## src/rtl/eth_pkg.sv

```systemverilog
// rtl/eth_pkg.sv - shared grant encodings, arbiter states and timing defaults
package eth_pkg;

    localparam logic [1:0] GNT_NONE = 2'd0;
    localparam logic [1:0] GNT_ARP  = 2'd1;
    localparam logic [1:0] GNT_ICMP = 2'd2;
    localparam logic [1:0] GNT_UDP  = 2'd3;

    localparam int IFG_CYC_DEF     = 12;
    localparam int TIMEOUT_CYC_DEF = 4096;

    typedef enum logic [1:0] {
        ST_IDLE,
        ST_START,
        ST_BUSY,
        ST_GAP
    } arb_state_t;

endpackage

```

## src/rtl/eth_tx_req_latch.sv

```systemverilog
// rtl/eth_tx_req_latch.sv - one-deep pending request latch with overflow pulse and payload
module eth_tx_req_latch #(
    parameter int W = 1
) (
    input  logic         clk,
    input  logic         rst_n,
    input  logic         i_req,
    input  logic [W-1:0] i_payload,
    input  logic         i_clr,
    output logic         o_pend,
    output logic [W-1:0] o_payload,
    output logic         o_ovf
);

    logic         r_pend;
    logic [W-1:0] r_payload;
    logic         r_ovf;

    always_ff @(posedge clk) begin
        if (!rst_n) begin
            r_pend    <= 1'b0;
            r_payload <= '0;
            r_ovf     <= 1'b0;
        end else begin
            // a request on the clearing edge re-arms the latch rather than being dropped
            r_ovf <= i_req && r_pend && !i_clr;
            if (i_req) begin
                r_pend <= 1'b1;
                if (!r_pend || i_clr) begin
                    r_payload <= i_payload;
                end
            end else if (i_clr) begin
                r_pend <= 1'b0;
            end
        end
    end

    assign o_pend    = r_pend;
    assign o_payload = r_payload;
    assign o_ovf     = r_ovf;

endmodule

```

## src/rtl/eth_tx_arbiter.sv

```systemverilog
// rtl/eth_tx_arbiter.sv - fixed-priority GMII/FIFO transmit arbiter for ARP, ICMP and UDP engines
module eth_tx_arbiter
    import eth_pkg::*;
#(
    parameter int IFG_CYC     = IFG_CYC_DEF,
    parameter int TIMEOUT_CYC = TIMEOUT_CYC_DEF
) (
    input  logic       clk,
    input  logic       rst_n,
    input  logic       arp_req,
    input  logic       arp_req_type,
    output logic       arp_tx_en,
    output logic       arp_tx_type,
    input  logic       arp_tx_done,
    input  logic       arp_gmii_tx_en,
    input  logic [7:0] arp_gmii_txd,
    input  logic       icmp_req,
    output logic       icmp_tx_start_en,
    input  logic       icmp_tx_done,
    input  logic       icmp_gmii_tx_en,
    input  logic [7:0] icmp_gmii_txd,
    input  logic       icmp_tx_req,
    output logic [7:0] icmp_tx_data,
    input  logic       udp_req,
    output logic       udp_tx_start_en,
    input  logic       udp_tx_done,
    input  logic       udp_gmii_tx_en,
    input  logic [7:0] udp_gmii_txd,
    input  logic       udp_tx_req,
    output logic [7:0] udp_tx_data,
    output logic       tx_req,
    input  logic [7:0] tx_data,
    output logic       gmii_tx_en,
    output logic [7:0] gmii_txd,
    output logic [1:0] grant,
    output logic       busy,
    output logic       timeout_err,
    output logic       req_ovf
);

    localparam logic [15:0] IFG_LAST = 16'(IFG_CYC - 1);
    localparam logic [15:0] TO_LAST  = 16'(TIMEOUT_CYC - 1);

    arb_state_t  r_state;
    logic [1:0]  r_grant;
    logic        r_busy;
    logic [15:0] r_cnt;
    logic        r_arp_start, r_icmp_start, r_udp_start;
    logic        r_timeout_err;
    logic        r_gmii_tx_en;
    logic [7:0]  r_gmii_txd;

    logic w_arp_pend, w_icmp_pend, w_udp_pend;
    logic w_arp_clr, w_icmp_clr, w_udp_clr;
    logic w_arp_ovf, w_icmp_ovf, w_udp_ovf;
    logic w_icmp_pay_unused, w_udp_pay_unused;
    logic w_idle, w_pass, w_done, w_gnt_en, w_gnt_rd;
    logic [7:0] w_gnt_txd;

    eth_tx_req_latch #(.W(1)) u_arp_latch (
        .clk(clk), .rst_n(rst_n), .i_req(arp_req), .i_payload(arp_req_type), .i_clr(w_arp_clr),
        .o_pend(w_arp_pend), .o_payload(arp_tx_type), .o_ovf(w_arp_ovf)
    );

    eth_tx_req_latch #(.W(1)) u_icmp_latch (
        .clk(clk), .rst_n(rst_n), .i_req(icmp_req), .i_payload(1'b0), .i_clr(w_icmp_clr),
        .o_pend(w_icmp_pend), .o_payload(w_icmp_pay_unused), .o_ovf(w_icmp_ovf)
    );

    eth_tx_req_latch #(.W(1)) u_udp_latch (
        .clk(clk), .rst_n(rst_n), .i_req(udp_req), .i_payload(1'b0), .i_clr(w_udp_clr),
        .o_pend(w_udp_pend), .o_payload(w_udp_pay_unused), .o_ovf(w_udp_ovf)
    );

    // the winner's pending bit is cleared on the same edge that moves IDLE to START
    assign w_idle     = (r_state == ST_IDLE);
    assign w_arp_clr  = w_idle && w_arp_pend;
    assign w_icmp_clr = w_idle && !w_arp_pend && w_icmp_pend;
    assign w_udp_clr  = w_idle && !w_arp_pend && !w_icmp_pend && w_udp_pend;
    assign w_pass     = (r_state == ST_START) || (r_state == ST_BUSY);

    always_comb begin
        w_done    = 1'b0;
        w_gnt_en  = 1'b0;
        w_gnt_txd = 8'h00;
        w_gnt_rd  = 1'b0;
        case (r_grant)
            GNT_ARP: begin
                w_done    = arp_tx_done;
                w_gnt_en  = arp_gmii_tx_en;
                w_gnt_txd = arp_gmii_txd;
            end
            GNT_ICMP: begin
                w_done    = icmp_tx_done;
                w_gnt_en  = icmp_gmii_tx_en;
                w_gnt_txd = icmp_gmii_txd;
                w_gnt_rd  = icmp_tx_req;
            end
            GNT_UDP: begin
                w_done    = udp_tx_done;
                w_gnt_en  = udp_gmii_tx_en;
                w_gnt_txd = udp_gmii_txd;
                w_gnt_rd  = udp_tx_req;
            end
            default: ;
        endcase
    end

    always_ff @(posedge clk) begin
        if (!rst_n) begin
            r_state       <= ST_IDLE;
            r_grant       <= GNT_NONE;
            r_busy        <= 1'b0;
            r_cnt         <= 16'd0;
            r_arp_start   <= 1'b0;
            r_icmp_start  <= 1'b0;
            r_udp_start   <= 1'b0;
            r_timeout_err <= 1'b0;
            r_gmii_tx_en  <= 1'b0;
            r_gmii_txd    <= 8'h00;
        end else begin
            r_arp_start   <= 1'b0;
            r_icmp_start  <= 1'b0;
            r_udp_start   <= 1'b0;
            r_timeout_err <= 1'b0;
            r_gmii_tx_en  <= w_pass && w_gnt_en;
            r_gmii_txd    <= w_pass ? w_gnt_txd : 8'h00;
            case (r_state)
                ST_IDLE: begin
                    if (w_arp_pend || w_icmp_pend || w_udp_pend) begin
                        r_state      <= ST_START;
                        r_busy       <= 1'b1;
                        r_cnt        <= 16'd0;
                        r_grant      <= w_arp_clr ? GNT_ARP : (w_icmp_clr ? GNT_ICMP : GNT_UDP);
                        r_arp_start  <= w_arp_clr;
                        r_icmp_start <= w_icmp_clr;
                        r_udp_start  <= w_udp_clr;
                    end
                end
                ST_START: begin
                    r_state <= ST_BUSY;
                    r_cnt   <= r_cnt + 16'd1;
                end
                ST_BUSY: begin
                    if (w_done) begin
                        r_state <= ST_GAP;
                        r_grant <= GNT_NONE;
                        r_cnt   <= 16'd0;
                    end else if (r_cnt == TO_LAST) begin
                        r_state       <= ST_GAP;
                        r_grant       <= GNT_NONE;
                        r_cnt         <= 16'd0;
                        r_timeout_err <= 1'b1;
                    end else begin
                        r_cnt <= r_cnt + 16'd1;
                    end
                end
                ST_GAP: begin
                    if (r_cnt == IFG_LAST) begin
                        r_state <= ST_IDLE;
                        r_busy  <= 1'b0;
                        r_cnt   <= 16'd0;
                    end else begin
                        r_cnt <= r_cnt + 16'd1;
                    end
                end
                default: r_state <= ST_IDLE;
            endcase
        end
    end

    assign arp_tx_en        = r_arp_start;
    assign icmp_tx_start_en = r_icmp_start;
    assign udp_tx_start_en  = r_udp_start;
    assign grant            = r_grant;
    assign busy             = r_busy;
    assign timeout_err      = r_timeout_err;
    assign gmii_tx_en       = r_gmii_tx_en;
    assign gmii_txd         = r_gmii_txd;
    assign req_ovf          = w_arp_ovf || w_icmp_ovf || w_udp_ovf;
    assign tx_req           = (r_state == ST_BUSY) && w_gnt_rd;
    assign icmp_tx_data     = tx_data;
    assign udp_tx_data      = tx_data;

endmodule

```

## config.mk

```make
export PLATFORM = sky130hd
export DESIGN_NAME = eth_tx_arbiter
export DESIGN_NICKNAME = d
export VERILOG_FILES = /design/src/rtl/eth_pkg.sv /design/src/rtl/eth_tx_req_latch.sv /design/src/rtl/eth_tx_arbiter.sv
export SDC_FILE = /design/constraint.sdc
export NUM_CORES = 1
export LEC_CHECK = 0
export ABC_CLOCK_PERIOD_IN_PS = 3500
export BUFFER_PORTS_ARGS = -buffer_cell sky130_fd_sc_hd__buf_4
export CELL_PAD_IN_SITES_DETAIL_PLACEMENT = 2
export CELL_PAD_IN_SITES_GLOBAL_PLACEMENT = 2
export CORE_MARGIN = 1
export CORE_UTILIZATION = 30
export DETAILED_ROUTE_END_ITERATION = 7
export PLACE_DENSITY_LB_ADDON = 0.15
export RECOVER_POWER = 25
export SYNTH_ARGS = -nofsm -noshare
export SYNTH_HDL_FRONTEND = slang
export SYNTH_SLANG_ARGS = --single-unit
```

## constraint.sdc

```tcl
create_clock -name clk -period 3.5 [get_ports clk]
set_input_delay 0.7 -clock clk [delete_from_list [all_inputs] [get_ports clk]]
set_output_delay 0.7 -clock clk [all_outputs]
set_load 0.02 [all_outputs]
```

# Yosys cells after proc, flatten, opt, wreduce, memory -nomap -nowiden
# Cells that the tools add are included.
[op_classes] n_addsub=1 n_eq_ne=11 n_mux=30 bitwise_logic=2 n_reduce_logical=37
[ops] cell="two-way mux 16 bit" n=4
[ops] cell="case mux 16 bit (4 select lines)" n=1
[ops] cell="case mux 8 bit (3 select lines)" n=1
[ops] cell="adder 16 x 1 -> 16 bit, second input constant" n=1
[ops] cell="== test 16 x 12 -> 1 bit, second input constant" n=1
[ops] cell="== test 16 x 4 -> 1 bit, second input constant" n=1
[ops] cell="two-way mux 2 bit" n=8
[ops] cell="logical AND 1 bit" n=13
[ops] cell="AND reduction 3 bit" n=4
[ops] cell="two-way mux 1 bit" n=10
[ops] cell="nonzero test 2 bit" n=5
[ops] cell="== test 2 bit, second input constant" n=4
[ops] cell="case mux 2 bit (4 select lines)" n=1
[ops] cell="logical OR 1 bit" n=6
[ops] cell="case mux 1 bit (3 select lines)" n=2
[ops] cell="zero test 1 bit" n=5
[ops] cell="== test 2 x 1 -> 1 bit, second input constant" n=2
[ops] cell="case mux 1 bit (2 select lines)" n=2
[ops] cell="case mux 2 bit (2 select lines)" n=1
[ops] cell="AND reduction 2 bit" n=2
[ops] cell="!= test 3 x 2 -> 1 bit, second input constant" n=1
[ops] cell="OR reduction 3 bit" n=1
[ops] cell="zero test 2 bit" n=1
[ops] cell="!= test 2 x 1 -> 1 bit, second input constant" n=1
[ops] cell="other kinds (2)" n=3
[word_totals] ff_bits=41 in_bits=46 out_inout_bits=35 wordCells=98

# Longest topological paths before layout
# Gate-level depths: netlist (run 1).
[depth] depth_word=7 mapped_depth=8 mapped_depth_nobuf=7

# Modules after synthesis
# Synthesis (run 1) repeated with hierarchy kept, for this count alone.
[unflattened] cells_unflattened=248 hier_area_um2=2282.2
[by_module_without_submodules] mod="eth_tx_arbiter" instances=1 cells_per_inst=218 area_per_inst_um2=1936.9 seq_area_each_um2=680.7
[by_module_without_submodules] mod="eth_tx_req_latch" instances=3 cells_per_inst=10 area_per_inst_um2=115.1 seq_area_each_um2=60.1

# Worst setup path before layout (run 1)
# No wires, ideal clock.
[synth_timing] path_type="input-to-reg" startpoint="in arp_tx_done" endpoint="reg r_grant[1], in the netlist grant[1]" setup_time_ns=0.069 arrival_ns=1.877 required_ns=3.431 setup_slack_ns=1.553 path_stages=6 n_path_buf=1 path_cell_list="mux2_4 a221o_1 a21oi_4 buf_12 o21ai_2 a21oi_2"
[synth_via] elab_chain_cells=3 word_cells_on_any_way=5 classes_between="eq/ne: 1; mux: 3; reduce/logical: 1"
[synth_rtl] element="start: declaration" line="eth_tx_arbiter.sv:14" rtl="input logic arp_tx_done,"
[synth_rtl] element="case mux 1 bit (3 select lines) (*)" line="eth_tx_arbiter.sv:87" rtl="case (r_grant)"
[synth_rtl] element="!= test 3 x 2 -> 1 bit (no source line) or two-way mux 2 bit (tied branches)"
[synth_rtl] element="AND reduction 3 bit (no source line) or case mux 2 bit (2 select lines) (tied branches)"
[synth_rtl] element="end signal: assignment" line="eth_tx_arbiter.sv:134" rtl="r_grant <= w_arp_clr ? GNT_ARP : (w_icmp_clr ? GNT_ICMP : GNT_UDP);"
[synth_rtl] element="end: declaration" line="eth_tx_arbiter.sv:45" rtl="logic [1:0] r_grant;"
# Mark *: on every way between the ends. The rest lies on a longest branch, timed or not.
# A chain may end at the register's enable or synchronous reset.

# Final worst setup path (run 1)
[layout_timing] startpoint="reg r_grant[0], in the netlist grant[0]" endpoint="reg r_cnt[6]"
[layout_via] elab_chain_cells=4 word_cells_on_any_way=6 classes_between="eq/ne: 3; mux: 3"
[layout_rtl] element="== test 2 bit or == test 2 x 1 -> 1 bit (tied branches)" line="eth_tx_arbiter.sv:87"
[layout_rtl] element="case mux 1 bit (3 select lines) (*)" line="eth_tx_arbiter.sv:87"
[layout_rtl] element="two-way mux 16 bit (*)" line="eth_tx_arbiter.sv:145" rtl="if (w_done) begin"
[layout_rtl] element="case mux 16 bit (4 select lines) (*)" line="eth_tx_arbiter.sv:128" rtl="case (r_state)"
[layout_rtl] element="end signal: assignment" line="eth_tx_arbiter.sv:142" rtl="r_cnt <= r_cnt + 16'd1;"
[layout_rtl] element="end signal: assignment" line="eth_tx_arbiter.sv:155" rtl="r_cnt <= r_cnt + 16'd1;"
[layout_rtl] element="end signal: assignment" line="eth_tx_arbiter.sv:164" rtl="r_cnt <= r_cnt + 16'd1;"
[layout_rtl] element="end: declaration" line="eth_tx_arbiter.sv:47" rtl="logic [15:0] r_cnt;"
# Marks and branches as above.

==> flow_summary_export.csv, run 1 <==
group,metric,value,unit
yosys,yosys_warnings,0,
yosys,synthMuxAreaShare,6.42,%
pwr,vdd_drop_max,0.285,mV
clock_network,hold_buffers,0,
yosys,yosysTopAreaCell,"dfxtp_1",
clock_network,cts_setup_buffers,0,
clock_network,cts-root-buf,"clkbuf_8",
yosys,synth.area.top_cells,"dfxtp_1 (36%), o221ai_2 (5.9%), buf_4 (5.3%), nand2_1 (5.1%), mux2_2 (4.4%)",
setup_path,cp.arrival,2.49,ns
finish,regArea,821,sq um
yosys,ys.flop_type,"dfxtp_1",
placed_design,post-dp-hpwl,4.88,mm
floorplan,ioPinCount,81,
global_routing,grt_pass1_vias,1994,
yosys,synth_edf_count,0,
pwr,power_leakage,1.15,nW
clock_network,clk_transition_reported_paths,0.09,ns
yosys,avgSynthCellArea,8.84,sq um
yosys,synth_simple_gate_area_share,24.6,%
yosys,postSynthNetCount,309,
clock_network,cts_sinks,41,
finish,multi_input_area,0.00122,sq mm
placed_design,place_congestion,0.714,
yosys,synthAdderAreaFrac,2.74,%
placed_design,port-buffer-count,56,
run_status,outcome,"completed",
global_routing,grt_max_degree,16,
pwr,p_clk_share,25.1,%
yosys,synth_compound_area_share,18.7,%
setup_path,critical_path.max_fanout,15,
sta,hold_violations,0,
drt,wire_per_inst,16.2,um
pwr,swShare,38.3,%
sta,slew_viol_final,0,
global_routing,antenna_found_initial,0,
floorplan,start_util,31.3,%
finish,area_growth,21.4,%
yosys,synth_top_area_share,36.0,%
pwr,total_power,1.64,mW
clock_network,cts.path.max_buffers,2,
finish,nets,346,
yosys,yosys.area_share.xor_xnor,1.15,%
clock_network,htree_levels,2,
clock_network,ctsResizeCount,0,
sta,max_freq,441,MHz
sta,slew_headroom,44.7,%
floorplan,fp.dieW,89.2,um
setup_path,cp.required,3.72,ns
clock_network,tritoncts.num_buffers,5,
drt,num_vias,1993,
drt,wl,6.41,mm
setup_path,worstSetupStartpointType,"flip-flop",
global_routing,grt_pass1_wl,10.0,mm
setup_path,path_class,"reg -> reg",
finish,nFillCells,856,
finish,antenna_cells,0,
drt,drt_iter0_drc,42,
global_routing,overflow,0,
yosys,synth_cell_type_count,47,
drt,antenna_left,0,
setup_path,crit_path_end_kind,"flip-flop",
yosys,ys_async_sr_fraction,0,%
floorplan,die_y,89.2,um
sta,period_needed,2.27,ns
sta,setup_viol,0,
sta,rsz0062_at_grt,"no",
pwr,pwr-share-comb,40.2,%
yosys,synth_top_family_by_area,"simple AND/OR/NAND/NOR gates",
yosys,netlist_area,0.00228,sq mm
hold_path,hold_class,"reg -> reg",
clock_network,cts_tree,"done",
floorplan,die_area,0.00796,sq mm
finish,layout-drive-gt1-share,32.1,%
drt,drc,0,
yosys,synth-seq-cells,41,
pwr,switchingPower,0.628,mW
yosys,ys_seq_area_share,36.0,%
yosys,syn-instance-count,258,
clock_network,insertion_delay,0.30,ns
drt,dr.pass1.iters,4,
floorplan,rows,31,
drt,vias_per_cell,5.05,
sta,worst_clock_skew,0.00562,ns
job,cap_violations,0,
sta,fin_tns_setup,0,ns
pwr,power.density,592,mW/mm^2
floorplan,fp.coreArea,0.00729,sq mm
global_routing,grt.total_usage,16.9,%
sta,worst_slew_pin_slew,0.827,ns
pwr,p_int,1.01,mW
sta,period_share,64.8,%
pwr,seqPwrFrac,34.6,%
## Yosys cell counts, types with 7 or more instances
| cell type | n |
|---|---|
| inv_1 | 8 |
| nand2_1 | 31 |
| and3_1 | 7 |
| o21ai_0 | 9 |
| dfxtp_1 | 41 |
| o221ai_2 | 9 |
| mux2_2 | 9 |
| a22oi_1 | 9 |
| buf_4 | 16 |
| nor2_1 | 25 |
| and2_1 | 7 |
| buf_2 | 7 |
| nand3_1 | 9 |
## cells by family after synthesis
family                     after synthesis
muxes                                   13
adders and majority gates                5
AOI/OAI and AO/OA                       50
xor gates and xnor gates                 3
and+or+nand+nor                        107
buffers and inverters                   39
DFF                                     41
## flip-flops by register name, summed over array words and instances (netlist names)
register and cells:
u_udp_latch.o_ovf 1, grant 2, r_cnt 16, u_arp_latch.o_ovf 1
u_icmp_latch.o_pend 1, u_udp_latch.o_pend 1, u_arp_latch.o_pend 1, u_icmp_latch.o_ovf 1
gmii_txd 8, r_state 2, icmp_tx_start_en 1, udp_tx_start_en 1
gmii_tx_en 1, timeout_err 1, arp_tx_en 1, busy 1
u_arp_latch.o_payload 1
## final cells by class
class                   count  share of cell area (%)
clock buffers               6                    2.98
inverters                   9                    1.22
well taps                  99                    4.47
repair buffers             60                    16.3
flip-flops and latches     41                    29.6
clock inverters             2                    1.36
multi-input cells         178                    44.1
## path summary, 6_finish.rpt
check,to,slack [ns],depth (start not counted),start
setup / recovery,r_cnt[6],1.23,5,grant[0]
hold / removal,u_arp_latch.o_payload,0.51,2,u_arp_latch.o_payload
setup reg to reg,r_cnt[6],1.23,5,grant[0]
hold reg to reg,u_arp_latch.o_payload,0.51,2,u_arp_latch.o_payload
## power by group through the flow
stage	clock, mW	combinational (mW)	sequential (mW)
finish	0.412	0.659	0.568
floorplan	0	0.502	0.588
global route	0.448	0.735	0.574
CTS	0.429	0.674	0.570
detailed placement	0	0.672	0.580
global placement	0	0.660	0.577
## layer usage
layer | global-route usage [%] | wire (um)
met5 | 0 | 0
met4 | 6.93 | 108
met3 | 3.32 | 240
met2 | 29.3 | 3200
met1 | 20.4 | 2860
## worst max-delay path: stages, from the launching register on
cell	delay [ns]
dfxtp_1	0.71
nor2b_1	0.15
a221o_1	0.40
a21oi_4	0.50
o21ai_2	0.21
o21ai_0	0.22
## through the flow
step	cell area (sq um)	worst slack, ns	hold WS, ns	util (%)	instances
4_1_cts	2770	1.18	0.512	38.0	395
3_3_place_gp	2650	1.01	0.477	36.3	387
5_1_grt	2770	1.06	0.555	38.0	395
2_1_floorplan	2280	1.55	0.452	-	258
3_5_place_dp	2650	0.980	0.500	36.3	387
6_report	2770	1.23	0.513	38.0	395
## cells in the final DEF, fill, tap and decap left out, types with 2 or more instances in the layout
master,synthesis,routed
a22oi_1,9,9
o21ai_0,9,9
nand3_1,9,9
o21ai_2,2,2
o221ai_2,9,9
xor2_1,2,2
ha_1,5,5
and2_1,7,7
nand2b_1,2,2
nand4_1,5,5
nor2_1,25,25
mux2i_1,3,3
dfxtp_1,41,41
and4_1,4,4
a211oi_1,2,2
inv_1,8,8
or2_2,2,2
a21oi_1,6,6
nor2b_1,3,3
o31a_1,2,2
mux2_2,9,9
o211ai_1,3,3
nand2_1,31,31
and3_1,7,7
nor3_1,4,4
clkbuf_8,0,6
nor4_1,3,3
buf_4,16,60
No activity file was read; power rests on OpenSTA's default activity.
==> run 2, diff against run 1 <==
--- a/config.mk
+++ b/config.mk
@@ -5,12 +5,13 @@
 export SDC_FILE = /design/constraint.sdc
 export NUM_CORES = 1
 export LEC_CHECK = 0
-export ABC_CLOCK_PERIOD_IN_PS = 3500
+export ABC_AREA = 1
+export ABC_CLOCK_PERIOD_IN_PS = 2200
 export BUFFER_PORTS_ARGS = -buffer_cell sky130_fd_sc_hd__buf_4
 export CELL_PAD_IN_SITES_DETAIL_PLACEMENT = 2
 export CELL_PAD_IN_SITES_GLOBAL_PLACEMENT = 2
 export CORE_MARGIN = 1
-export CORE_UTILIZATION = 30
+export CORE_UTILIZATION = 26
 export DETAILED_ROUTE_END_ITERATION = 7
 export PLACE_DENSITY_LB_ADDON = 0.15
 export RECOVER_POWER = 25
==> constraint.sdc (replaced) <==
create_clock -name clk -period 2.2 [get_ports clk]
set_input_delay 0.44 -clock clk [delete_from_list [all_inputs] [get_ports clk]]
set_output_delay 0.44 -clock clk [all_outputs]
set_load 0.02 [all_outputs]
==> run 2 against run 1 <==
Against the previous run: clock skew grew 0.0048 ns; global-route usage decreased by 1.1 points; setup slack worse by 1.0 ns; synthesized area grew 2.2%; non-clock buffer count is 1 lower; core utilization down 5.2 points; synthesized cell count increased by 38%; combinational power is 62% higher; count of clock-buffer cells in the layout did not move; sequential cell count unchanged; register-to-register slack worse by 0.77 ns; first-iteration DRC count is 24% lower; largest power group unchanged.
==> flow_summary_export.csv, run 2 <==
group,metric,value,unit
finish,fin_util,32.8,%
yosys,ys_seq_area_share,35.2,%
setup_path,cpMaxStageDelayCell,"dfxtp_1",
setup_path,cp.arrival,1.53,ns
floorplan,die_y,96.7,um
yosys,postSynthNetCount,408,
finish,final_common_cell,"nand2_1",
finish,stdcell_area,0.00286,sq mm
drt,drt_iter0_drc,32,
setup_path,crit_path_end_kind,"output pin",
floorplan,rows,34,
sta,period_share,89.6,%
drt,wl,7.11,mm
yosys,ys.flop_type,"dfxtp_1",
finish,layout-drive-gt1-share,21.4,%
sta,slew_viol_final,0,
drt,antenna_left,0,
yosys,synth-seq-cells,41,
clock_network,insertion_delay,0.30,ns
pwr,power.density,927,mW/mm^2
pwr,total_power,2.65,mW
clock_network,ctsResizeCount,0,
floorplan,start_util,26.7,%
finish,nets,451,
sta,setup_viol,0,
setup_path,path_cells,"inv_2 -> nand2_1 -> clkinv_1 -> nand2_1 -> a21oi_1 -> buf_4",
yosys,ys_async_sr_fraction,0,%
global_routing,grt_pass1_wl,12.1,mm
global_routing,antenna_found_initial,0,
placed_design,post-dp-hpwl,5.50,mm
sta,rsz0062_at_grt,"no",
finish,area_growth,22.8,%
floorplan,ioPinCount,81,
sta,worst_slew_pin_slew,0.669,ns
setup_path,path_class,"reg -> out",
sta,slew_headroom,55.2,%
finish,nFillCells,1092,
sta,worst_clock_skew,0.0105,ns
hold_path,hold_class,"in -> reg",
clock_network,cts_sinks,41,
yosys,synth_cell_type_count,32,
clock_network,hold_buffers,0,
yosys,avgSynthCellArea,6.53,sq um
floorplan,fp.dieW,96.7,um
sta,period_needed,1.97,ns
pwr,power_leakage,1.26,nW
clock_network,clk_transition_reported_paths,0.09,ns
pwr,vdd_drop_max,0.348,mV
yosys,netlist_area,0.00233,sq mm
global_routing,grt.total_usage,15.8,%
drt,num_vias,2354,
yosys,yosys-top-cells-count,"nand2_1 (117), dfxtp_1 (41), nor2_1 (36), inv_1 (33), a21oi_1 (29)",
drt,drc,0,
drt,dr.pass1.iters,3,
job,cap_violations,0,
placed_design,placed_cell_area,0.00275,sq mm
clock_network,tritoncts.num_buffers,5,
clock_network,cts_tree,"done",
yosys,synth_edf_count,0,
floorplan,fp.coreArea,0.00872,sq mm
yosys,synth_top_area_share,35.2,%
sta,fin_tns_setup,0,ns
run_status,outcome,"completed",
yosys,synthMostInstantiatedCell,"nand2_1",
yosys,yosys_warnings,0,
setup_path,critical_path.max_fanout,10,
yosys,yosysTopAreaCell,"dfxtp_1",
setup_path,slowest_delay,0.46,ns
floorplan,die_area,0.00935,sq mm
yosys,syn-instance-count,357,
drt,vias_per_cell,4.62,
clock_network,cts_setup_buffers,0,
yosys,synth.area.top_cells,"dfxtp_1 (35%), nand2_1 (19%), a21oi_1 (6.2%), nor2_1 (5.8%), inv_1 (5.3%)",
clock_network,cts.path.max_buffers,2,
sta,max_freq,508,MHz
placed_design,place_congestion,0.697,
global_routing,grt_pass1_vias,2573,
clock_network,cts-root-buf,"clkbuf_8",
finish,largest_register,"r_cnt",
finish,largest_reg_flops,16,
setup_path,cp.required,1.76,ns
drt,wire_per_inst,14.0,um
setup_path,worstSetupStartpointType,"flip-flop",
global_routing,overflow,0,
clock_network,htree_levels,2,
setup_path,cpMostUsedCell,"nand2_1",
sta,hold_violations,0,
placed_design,port-buffer-count,56,
finish,antenna_cells,0,
finish,final_cell_mix,"nand2_1 (117), buf_4 (56), dfxtp_1 (41)",
global_routing,grt_max_degree,17,
-- run 2: critical path: cells and delay by family, from the launching register on --
kind | cells | cell delay, ns
and+or+nand+nor | 2 | 0.21
buffers and inverters | 3 | 0.49
DFF | 1 | 0.46
AOI/OAI and AO/OA | 1 | 0.07
-- run 2: per-layer routing --
| layer | track usage (%) | share of wire, % | wire length, um | vias up |
|---|---|---|---|---|
| met5 | 0 | 0 | 0 | - |
| met4 | 5.28 | 1.5 | 106 | 0 |
| met3 | 2.38 | 2.7 | 194 | 9 |
| met2 | 27.7 | 50 | 3540 | 34 |
| met1 | 19.6 | 46 | 3270 | 1129 |
| li1 | - | - | - | 1182 |
-- run 2: where the power goes --
part / total (mW) / internal [mW] / switching, mW / leakage (nW)
clock network: 0.663 / 0.370 / 0.293 / 0.0574
registers: 0.915 / 0.836 / 0.0790 / 0.333
logic: 1.07 / 0.359 / 0.715 / 0.870
total: 2.65 / 1.56 / 1.09 / 1.26
-- run 2: path summary, 6_finish.rpt --
check                       end  cells after the start      from  slack, ns
max                      tx_req                      6  grant[0]       0.23
max reg2reg           r_cnt[10]                     10  r_cnt[0]       0.46
min reg2reg                busy                      2      busy       0.45
min          u_icmp_latch.o_ovf                      3  icmp_req       0.40
-- run 2: cell families (layout without fill, tap and decap cells) --
logic type | count (synthesis) | count (layout) | synth area share [%]
xor+xnor | 4 | 4 | 1.50
buf+inv | 65 | 109 | 13.5
simple gates | 205 | 205 | 38.9
flops | 41 | 41 | 35.2
fa+ha+maj | 5 | 5 | 2.68
compound gates | 37 | 37 | 8.21
-- run 2: cell type report --
| class | instances | area, sq um | share of cell area, % |
|---|---|---|---|
| multi-input combinational | 251 | 1200 | 41.8 |
| clock buffer | 6 | 82.6 | 2.89 |
| sequential | 41 | 821 | 28.7 |
| tap | 108 | 135 | 4.72 |
| inverter | 42 | 158 | 5.51 |
| clock inverter | 2 | 37.5 | 1.31 |
| timing repair buffer | 59 | 432 | 15.1 |
-- run 2: stage by stage --
stage          hold slack (ns)  setup WS [ns]  std cells
2_1_floorplan            0.445          0.511        357
3_3_place_gp             0.439          0.509        501
3_5_place_dp             0.439          0.450        501
4_1_cts                  0.391          0.161        509
5_1_grt                  0.413         0.0983        509
6_report                 0.397          0.230        509
